$ cat src/rtl/video_fx_mux.sv
// Two-stage pixel mux that picks raw, inverted or split-screen output per frame,
// measuring the active line width on the fly so the split point tracks resolution.
module video_fx_mux #(
  parameter int CNT_W     = 12,
  parameter bit VSYNC_POL = 1'b1
) (
  input  logic             i_clk,
  input  logic             i_rstn,
  input  logic             i_VDE,
  input  logic             i_HSYNC,
  input  logic             i_VSYNC,
  input  logic [23:0]      i_rawPixel,
  input  logic [23:0]      i_fxPixel,
  input  logic [1:0]       i_mode,
  output logic             o_VDE,
  output logic             o_HSYNC,
  output logic             o_VSYNC,
  output logic [23:0]      o_pixelData,
  output logic [CNT_W-1:0] o_lineWidth,
  output logic             o_locked
);

  typedef enum logic [1:0] {
    S_WAIT_VS,
    S_MEASURE,
    S_RUN
  } stateT;

  localparam logic [CNT_W-1:0] X_MAX = '1;

  stateT            r_state;
  stateT            w_stateNext;
  logic [CNT_W-1:0] r_x;
  logic [CNT_W-1:0] r_xPix;
  logic [CNT_W-1:0] r_width;
  logic [CNT_W-1:0] w_widthNext;
  logic             r_widthValid;
  logic             w_validNext;
  logic [1:0]       r_mode;
  logic             r_vsPrev;

  logic             r_vde1;
  logic             r_hs1;
  logic             r_vs1;
  logic [23:0]      r_raw1;
  logic [23:0]      r_fx1;

  logic             r_vde2;
  logic             r_hs2;
  logic             r_vs2;
  logic [23:0]      r_pix2;

  logic             w_lineEnd;
  logic             w_frameEdge;
  logic [CNT_W-1:0] w_half;
  logic             w_left;
  logic             w_useFx;
  logic [23:0]      w_pixSel;

  assign w_lineEnd   = !i_VDE && r_vde1;
  // r_vsPrev resets to the active level so a sync already asserted at reset is not a frame edge.
  assign w_frameEdge = (i_VSYNC == VSYNC_POL) && (r_vsPrev != VSYNC_POL);
  assign w_half      = r_width >> 1;
  assign w_left      = r_xPix < w_half;

  always_ff @(posedge i_clk) begin
    if (!i_rstn) begin
      r_x      <= '0;
      r_vsPrev <= VSYNC_POL;
      r_mode   <= 2'b00;
    end else begin
      r_vsPrev <= i_VSYNC;
      if (i_VDE) begin
        if (r_x != X_MAX) begin
          r_x <= r_x + CNT_W'(1);
        end
      end else begin
        r_x <= '0;
      end
      if (w_frameEdge) begin
        r_mode <= i_mode;
      end
    end
  end

  always_ff @(posedge i_clk) begin
    if (!i_rstn) begin
      r_state      <= S_WAIT_VS;
      r_width      <= '0;
      r_widthValid <= 1'b0;
    end else begin
      r_state      <= w_stateNext;
      r_width      <= w_widthNext;
      r_widthValid <= w_validNext;
    end
  end

  // A line end is folded into the width before the frame-edge decision looks at width_valid.
  always_comb begin
    w_stateNext = r_state;
    w_widthNext = r_width;
    w_validNext = r_widthValid;
    case (r_state)
      S_WAIT_VS: begin
        if (w_frameEdge) begin
          w_stateNext = S_MEASURE;
        end
      end
      S_MEASURE: begin
        if (w_lineEnd) begin
          w_widthNext = r_x;
          w_validNext = 1'b1;
        end
        if (w_frameEdge && w_validNext) begin
          w_stateNext = S_RUN;
        end
      end
      S_RUN: begin
        if (w_lineEnd && (r_x != r_width)) begin
          w_stateNext = S_MEASURE;
          w_widthNext = r_x;
        end
      end
      default: begin
        w_stateNext = S_WAIT_VS;
      end
    endcase
  end

  always_comb begin
    w_useFx = 1'b0;
    case (r_mode)
      2'b00:   w_useFx = 1'b0;
      2'b01:   w_useFx = 1'b1;
      2'b10:   w_useFx = w_left;
      default: w_useFx = !w_left;
    endcase
  end

  always_comb begin
    w_pixSel = '0;
    if (r_vde1) begin
      case (r_state)
        S_MEASURE: w_pixSel = r_raw1;
        S_RUN:     w_pixSel = w_useFx ? r_fx1 : r_raw1;
        default:   w_pixSel = '0;
      endcase
    end
  end

  always_ff @(posedge i_clk) begin
    if (!i_rstn) begin
      r_vde1 <= 1'b0;
      r_hs1  <= 1'b0;
      r_vs1  <= 1'b0;
      r_raw1 <= '0;
      r_fx1  <= '0;
      r_xPix <= '0;
      r_vde2 <= 1'b0;
      r_hs2  <= 1'b0;
      r_vs2  <= 1'b0;
      r_pix2 <= '0;
    end else begin
      r_vde1 <= i_VDE;
      r_hs1  <= i_HSYNC;
      r_vs1  <= i_VSYNC;
      r_raw1 <= i_rawPixel;
      r_fx1  <= i_fxPixel;
      r_xPix <= r_x;
      r_vde2 <= r_vde1;
      r_hs2  <= r_hs1;
      r_vs2  <= r_vs1;
      r_pix2 <= w_pixSel;
    end
  end

  assign o_VDE       = r_vde2;
  assign o_HSYNC     = r_hs2;
  assign o_VSYNC     = r_vs2;
  assign o_pixelData = r_pix2;
  assign o_lineWidth = r_width;
  assign o_locked    = (r_state == S_RUN);

endmodule

$ cat config.mk
export PLATFORM = sky130hd
export DESIGN_NAME = video_fx_mux
export DESIGN_NICKNAME = d
export VERILOG_FILES = /design/src/rtl/video_fx_mux.sv
export SDC_FILE = /design/constraint.sdc
export NUM_CORES = 1
export LEC_CHECK = 0
export CELL_PAD_IN_SITES_DETAIL_PLACEMENT = 0
export CELL_PAD_IN_SITES_GLOBAL_PLACEMENT = 1
export CORE_AREA = 2 2 78 154
export CTS_BUF_LIST = sky130_fd_sc_hd__clkbuf_8 sky130_fd_sc_hd__clkbuf_16
export DETAILED_ROUTE_END_ITERATION = 12
export DIE_AREA = 0 0 80 156
export MAX_ROUTING_LAYER = met4
export PLACE_DENSITY_LB_ADDON = 0.2
export SYNTH_ARGS = -nofsm -noshare
export SYNTH_HDL_FRONTEND = slang
export SYNTH_SLANG_ARGS = --single-unit
$ cat constraint.sdc
create_clock -name i_clk -period 2.42 [get_ports i_clk]
set_input_delay 0.242 -clock i_clk [delete_from_list [all_inputs] [get_ports i_clk]]
set_output_delay 0.242 -clock i_clk [all_outputs]
set_load 0.1 [all_outputs]
### Yosys cells after proc, flatten, opt, wreduce, memory -nomap -nowiden

Cells that the tools add are included.

| operators by class | value |
|---|---|
| $add $sub $neg | 1 |
| magnitude comparators | 1 |
| equal/unequal tests | 10 |
| multiplexer cells | 12 |
| bitwise logic cells | 1 |
| reduce and logical (&&, ||, !) cells | 13 |

Operators with widths:

| cell | number |
|---|---|
| case mux 24 bit (2 select lines) | 1 |
| two-way mux 12 bit | 2 |
| two-way mux 24 bit | 1 |
| case mux 12 bit (2 select lines) | 1 |
| adder 12 x 1 -> 12 bit, second input constant | 1 |
| < comparator 12 x 11 -> 1 bit | 1 |
| inequality test 12 bit | 1 |
| inequality test 12 bit, second input constant | 1 |
| two-way mux 2 bit | 3 |
| inequality test 2 bit, second input constant | 3 |
| case mux 2 bit (3 select lines) | 1 |
| AND reduction 3 bit | 2 |
| equality test 2 x 1 -> 1 bit, second input constant | 2 |
| equality test 2 bit, second input constant | 2 |
| logical AND 1 bit | 4 |
| zero test 2 bit | 2 |
| AND reduction 2 bit | 2 |
| case mux 1 bit (3 select lines) | 1 |
| zero test 1 bit | 2 |
| two-way mux 1 bit | 2 |
| inequality test 2 x 1 -> 1 bit, second input constant | 1 |
| nonzero test 2 bit | 1 |
| inverter 1 bit | 1 |

| word-level totals | value |
|---|---|
| flip-flop bits (word level) | 120 |
| output and inout port bits | 40 |

### Depth between registers and ports, before layout

Gate-level depths: netlist of run 1.

| depth | value |
|---|---|
| depth after elaboration | 7 |
| depth in mapped cells | 9 |

### Worst setup path after synthesis of run 1

OpenSTA, ideal clock, no wires.

| timing path | value |
|---|---|
| path kind | register to register |
| from | register r_width[2], in the netlist o_lineWidth[2] |
| to | register r_pix2[10], in the netlist o_pixelData[10] |
| arrival | 2.798 ns |
| required time | 2.303 ns |
| path slack | -0.495 ns |
| cell stages (with the launch flop) | 9 |
| buffers on the path | 1 |
| clock period less this slack | 2.915 ns |
| cells stage by stage | dfxtp_1 -> inv_1 -> ha_1 -> a2111oi_2 -> nor4_1 -> or3_4 -> mux2i_4 -> buf_6 -> a22o_2 |

| on the way | value |
|---|---|
| longest elaborated chain between the ends | 5 |

RTL lines:

| what | RTL line | text |
|---|---|---|
| start: declaration | 35 | `logic [CNT_W-1:0] r_width;` |
| start signal: assignment | 93 | `r_width <= w_widthNext;` |
| < comparator 12 x 11 -> 1 bit * | 64 | `assign w_left = r_xPix < w_half;` |
| zero test 1 bit | 136 | `default: w_useFx = !w_left;` |
| case mux 1 bit (3 select lines) * | 132 | `case (r_mode)` |
| two-way mux 24 bit * | 145 | `S_RUN: w_pixSel = w_useFx ? r_fx1 : r_raw1;` |
| case mux 24 bit (2 select lines) * | 143 | `case (r_state)` |
| end signal: assignment | 173 | `r_pix2 <= w_pixSel;` |
| end: declaration | 51 | `logic [23:0] r_pix2;` |

Every way passes the cells marked *; elsewhere a longest branch is shown, timed or not.
A chain may end at the register's enable or synchronous reset.

### Worst setup path after layout of run 1

| timing path | value |
|---|---|
| from | register r_width[2], in the netlist o_lineWidth[2] |
| to | register r_pix2[17], in the netlist o_pixelData[17] |

Same word-level chain as after synthesis.

==> results of run 1 <==
==> cell usage after synthesis, types with 2 or more instances <==
library cell  count  share of area (%)
nand4_1           7                1.0
a21oi_1          11                1.3
mux2i_1          15                3.5
dfxtp_1         120                 56
xor2_1            5                1.0
a22o_2           19                4.4
inv_1            18                1.6
and2_1           66                9.5
nand2b_1          2               0.29
o21ai_0           2               0.23
ha_1             16                4.6
buf_6             5                1.3
nand3_1           8               0.93
xnor2_1          14                2.8
a22o_1            5                1.0
nor2_1           17                1.5
clkbuf_1         15                1.3
nor3_1            4               0.46
nor2b_1          19                2.7
nand2_1           9               0.78
o211ai_2          2               0.58
==> cell type report <==
class / count / area [um^2]
fill: 994 / 5130
sequential: 120 / 2420
multi-input combinational: 237 / 1810
timing repair buffer: 116 / 1080
clock buffer: 17 / 425
tap: 142 / 178
clock inverter: 15 / 164
inverter: 18 / 67.6
==> logic make-up after synthesis <==
logic type                 after synthesis  synth area share, %
and+or+nand+nor                        138                 18.5
DFF                                    120                 55.6
AOI/OAI and AO/OA                       47                 9.20
buffers and inverters                   39                 4.28
xor gates and xnor gates                19                 3.85
muxes                                   16                 3.99
adders and majority gates               16                 4.63
==> per-stage QoR <==
stage / instances / hold slack, ns
global placement: 627 / 0.421
CTS: 660 / 0.188
global route: 665 / 0.209
finish: 665 / 0.198
detailed placement: 627 / 0.420
floorplan: 395 / 0.343
==> power groups by stage <==
stage	sequential, mW	clock (mW)	combinational, mW
finish	2.06	2.50	0.348
global route	2.07	2.64	0.377
CTS	2.06	2.55	0.347
detailed placement	2.11	0	0.344
global placement	2.10	0	0.338
floorplan	2.14	0	0.168
==> cells in the final DEF, fill, tap and decap left out, types with 4 or more instances in the layout <==
cell	count
xor2_1	5
a21oi_1	11
a22o_1	5
inv_1	17
nor2b_1	19
nand2_1	9
xnor2_1	14
a22o_2	18
nor2_1	16
clkbuf_16	19
nand3_1	8
nand4_1	7
nor3_1	4
buf_4	55
dfxtp_1	109
inv_6	6
clkdlybuf4s50_1	53
and2_1	66
mux2i_1	15
dfxtp_2	8
ha_1	13
==> what timing repair did <==
action	4_1_cts	5_1_grt
cloned	1	3
gates resized for setup	1	9
pin swaps	0	5
endpoints found under the setup margin	24	24
buffers inserted	0	2
==> sequential cells by signal, indices dropped and copies added, names as in the netlist, 2 cells and up <==
signal / flops
o_lineWidth: 12
o_pixelData: 24
r_fx1: 24
r_mode: 2
r_raw1: 24
r_state: 2
r_x: 12
r_xPix: 12
==> per-layer routing <==
layer  vias to the layer above  wire length (um)  part of all wire [%]  track usage, %
li1                       1546                 -                     -               -
met1                      1419              3770                    37            15.7
met2                        77              5890                    57            31.5
met3                        11               494                   4.8            4.92
met4                         0               129                   1.3            6.78
met5                         -                 0                     0               -
==> worst paths after layout <==
check | start | to | slack (ns)
min reg2reg | r_vs1 | o_VSYNC | 0.43
max reg2reg | o_lineWidth[2] | o_pixelData[17] | 0.08
min | i_rstn | o_VDE | 0.20
max | o_lineWidth[2] | o_pixelData[17] | 0.08
==> impl_metrics.csv, run 1 <==
group,metric,value,unit
run_status,status,"finished, final reports clean",
cts,cts_tree,"built",
timing,max-slew-margin-rel,56.3,%
detailed_routing,via_per_inst,4.59,
cts,cts_sinks,120,
power,power,4.91,mW
cts,cts_buffers,17,
layout,finish.utilization,54.5,%
timing,report.final.slew_viol_count,0,
place,port_buffers,94,
worst_hold_path,min_path_type,"in2reg",
layout,fin_area,0.00615,mm^2
timing,period_share,96.9,%
critical_path,path_max_fanout,6,
timing,max_freq,427,MHz
place,hpwl,6720,um
critical_path,critPathSlowestCell,"or3_4",
layout,nets,581,
critical_path,crit_required,2.78,ns
power,cellLeakagePower,2.59,nW
detailed_routing,wl_per_cell,15.5,um
layout,area.growth.synth_to_final,42.3,%
critical_path,worstRegToRegCells,9,
floorplanning,start_util,38.3,%
worst_hold_path,min_path_cells,2,
cts,postCtsHoldBufs,0,
timing,hold_viol_final,0,
yosys,synth_top_flop_cell,"dfxtp_1",
timing,setup_tns,0,ns
floorplanning,die_w,80,um
critical_path,arrival,2.70,ns
floorplanning,die_y,156,um
place,globalplace.congestion,0.700,
timing,worst_slew_pin_slew,0.655,ns
critical_path,cpPeakStageDelay,0.45,ns
place,placed_area,0.00540,mm^2
critical_path,cp-start-kind,"flip-flop",
power,p_sw_share,23.7,%
floorplanning,ioPinCount,95,
power,pwr-share-comb,7.1,%
detailed_routing,drt_iter0_markers,81,
flow_run,max_cap_viol_count,0,
critical_path,path_buf_inv,3,
yosys,syn_inst,395,
grt,grt_overflow_total,0,
yosys,ys_warn_count,0,
place,place_ws,-0.161,ns
detailed_routing,drc,0,
detailed_routing,dr_total_vias,3053,
critical_path,path_depth,9,
yosys,async_flop_share,0,%
cts,cts_root_buf,"clkbuf_16",
critical_path,cp_cell_sequence,"inv_2 > ha_4 > a2111oi_4 > nor4_2 > or3_4 > buf_6 > o211ai_4 > clkbuf_16 > a22o_2",
power,clkPwrFrac,50.9,%
cts,path_clk_slew,0.06,ns
grt,grt_use_total,16.9,%
cts,cts_buffer_depth,2,
detailed_routing,drt_wl_total,10300,um
grt,grt_max_degree,84,
yosys,synth-edff-count,0,
yosys,ys_seq_elements,120,
power,ir_drop,0.000535,V
yosys,syn-num-nets,466,
timing,worst_slack,0.0759,ns
grt,grt_pass1_wl,15300,um
cts,htreeDepth,4,
grt,grt_pass1_vias,3090,
cts,worst_skew_pair.late_latency,0.41,ns
critical_path,cpLargestDelayFamily,"compound AO/OA/AOI/OAI gates",
floorplanning,coreArea,0.0113,mm^2
critical_path,crit_path_end_kind,"flip-flop",
timing,skew,0.00774,ns
power,power_density,798,mW/mm^2
timing,setup_violations,0,
layout,drive_above_1_share,26.4,%
detailed_routing,drtPass1Iterations,4,
yosys,synth-seq-area-share,55.6,%
floorplanning,dieArea,0.0125,mm^2
power,share_seq_of_total_power,42.0,%
yosys,yosys.cell_types.count,37,
power,p_switching,1.16,mW
yosys,netlist_area,0.00432,mm^2
yosys,avgSynthCellArea,10.9,um^2
power,internal_power,3.75,mW
critical_path,path_class,"reg2reg",
detailed_routing,ant_nets,0,
timing,period_needed,2.34,ns
layout,antenna_cells,0,
floorplanning,rows,55,
grt,antenna_found_initial,0,
Note: power is estimated with default switching activity, not from simulation.
==> inputs of run 2 (changes only) <==
--- a/config.mk
+++ b/config.mk
@@ -9,8 +9,10 @@
 export CELL_PAD_IN_SITES_GLOBAL_PLACEMENT = 1
 export CORE_AREA = 2 2 78 154
 export CTS_BUF_LIST = sky130_fd_sc_hd__clkbuf_8 sky130_fd_sc_hd__clkbuf_16
+export CTS_CLUSTER_SIZE = 40
 export DETAILED_ROUTE_END_ITERATION = 12
 export DIE_AREA = 0 0 80 156
+export GPL_TIMING_DRIVEN = 0
 export MAX_ROUTING_LAYER = met4
 export PLACE_DENSITY_LB_ADDON = 0.2
 export SYNTH_ARGS = -nofsm -noshare
==> impl_metrics.csv, run 2 (synthesized netlist as in run 1, its figures left out) <==
group,metric,value,unit
detailed_routing,drc,0,
timing,report.final.slew_viol_count,0,
worst_hold_path,min_to,"r_fx1[19]",
timing,period_share,95.7,%
cts,cts_tree,"built",
critical_path,reg2reg_to,"o_pixelData[9]",
grt,grt_pass1_wl,16500,um
critical_path,path_class,"reg2reg",
cts,htreeDepth,4,
floorplanning,ioPinCount,95,
layout,finish.utilization,54.3,%
timing,period_needed,2.32,ns
layout,area.growth.synth_to_final,41.7,%
grt,grt_use_total,18.0,%
critical_path,crit_required,2.71,ns
timing,skew,0.00831,ns
cts,cts_buffer_depth,2,
layout,layout_common_cells,"dfxtp_1, clkdlybuf4s50_1, and2_1",
detailed_routing,via_per_inst,4.61,
cts,cts_sinks,120,
cts,worst_skew_pair.late_latency,0.40,ns
detailed_routing,wl_per_cell,15.3,um
layout,antenna_cells,0,
floorplanning,coreArea,0.0113,mm^2
power,ir_drop,0.000513,V
layout,final_common_cell,"dfxtp_1",
run_status,status,"finished, final reports clean",
critical_path,r2r_slack,0.10,ns
timing,worst_slew_pin_slew,1.00,ns
cts,postCtsHoldBufs,0,
place,hpwl,7500,um
detailed_routing,ant_nets,0,
floorplanning,start_util,38.3,%
critical_path,rr_startpoint,"o_lineWidth[2]",
layout,nets,583,
floorplanning,die_w,80,um
power,power_density,802,mW/mm^2
floorplanning,die_y,156,um
timing,setup_violations,0,
place,placed_area,0.00547,mm^2
detailed_routing,drt_iter0_markers,70,
grt,grt_overflow_total,0,
layout,drive_above_1_share,15.4,%
grt,grt_max_degree,17,
place,globalplace.congestion,0.739,
place,port_buffers,94,
place,placed_cells,631,
power,power,4.92,mW
floorplanning,dieArea,0.0125,mm^2
detailed_routing,drtPass1Iterations,4,
critical_path,worstRegToRegCells,8,
power,cellLeakagePower,2.43,nW
detailed_routing,dr_total_vias,3077,
timing,max-slew-margin-rel,33.0,%
layout,nFillCells,1044,
critical_path,cp-start-kind,"flip-flop",
critical_path,path_max_fanout,6,
timing,worst_slack,0.103,ns
timing,hold_viol_final,0,
grt,grt_pass1_vias,3345,
layout,fin_area,0.00613,mm^2
place,place_ws,-0.0828,ns
grt,antenna_found_initial,0,
worst_hold_path,worstHoldStart,"i_fxPixel[19]",
cts,cts_root_buf,"clkbuf_16",
worst_hold_path,min_path_cells,2,
worst_hold_path,min_path_type,"in2reg",
timing,rsz0062_at_grt,"false",
critical_path,arrival,2.61,ns
floorplanning,rows,55,
timing,max_freq,432,MHz
layout,layoutNonFillerInstCount,667,
timing,setup_tns,0,ns
timing,worst_hold_slack,0.415,ns
flow_run,max_cap_viol_count,0,
detailed_routing,drt_wl_total,10200,um
cts,cts_buffers,17,
cts,path_clk_slew,0.06,ns
critical_path,crit_path_end_kind,"flip-flop",
run 2: cell types whose count changed in the layout (fill, tap and decap cells not counted), moves of 2 or more:
cell             change
clkbuf_16            -2
clkbuf_1            +15
clkdlybuf4s50_1     +40
buf_6                +3
clkinv_2             -2
buf_4               -52
buf_12               -3
inv_1                +2
run 2: cell type report:
type / count / area, um^2 / share of cell area, %
clock inverter: 15 / 165 / 2.70
clock buffer: 17 / 425 / 6.94
inverter: 18 / 67.6 / 1.10
buffer: 21 / 118 / 1.92
timing repair buffer: 98 / 967 / 15.8
sequential: 120 / 2420 / 39.6
multi-input combinational: 236 / 1780 / 29.1
tap: 142 / 178 / 2.90
run 2: power by group:
group / leakage (nW) / total [mW] / switching (mW) / internal, mW
Clock: 0.285 / 2.50 / 0.965 / 1.54
Combinational: 1.16 / 0.348 / 0.178 / 0.170
Sequential: 0.989 / 2.06 / 0.0259 / 2.04
Total: 2.43 / 4.92 / 1.17 / 3.75
run 2: metal layers:
layer  vias up  part of all wire, %  GRT usage (%)
li1       1551                    -              -
met1      1450                   35           16.5
met2        67                   59           34.3
met3         9                  4.3           5.09
met4         0                  1.0           6.21
met5         -                    0              -
run 2: worst max-delay path: stages, from the launching register on:
cell and delay (ns):
dfxtp_4 0.35, inv_1 0.06, ha_4 0.24, a2111oi_4 0.35
nor4_2 0.10, or3_4 0.41, mux2i_4 0.24, buf_4 0.19
a22o_2 0.25
run 2: worst max path at each step:
stage	start	to	slack, ns	cells past startpoint
floorplan	o_lineWidth[8]	o_pixelData[10]	0.003	8
global placement	o_lineWidth[2]	o_pixelData[4]	-0.04	8
detailed placement	o_lineWidth[2]	o_pixelData[7]	-0.08	8
CTS	o_lineWidth[2]	o_pixelData[17]	-0.008	8
global route	o_lineWidth[10]	o_pixelData[21]	0.008	8
finish	o_lineWidth[2]	o_pixelData[9]	0.10	8
run 2: timing repair:
item	CTS	global route
gates resized for setup	6	1
endpoints found under the hold margin	0	0
pin swaps	3	2
setup endpoints to repair	21	23
gates cloned	2	0
setup buffers	2	0
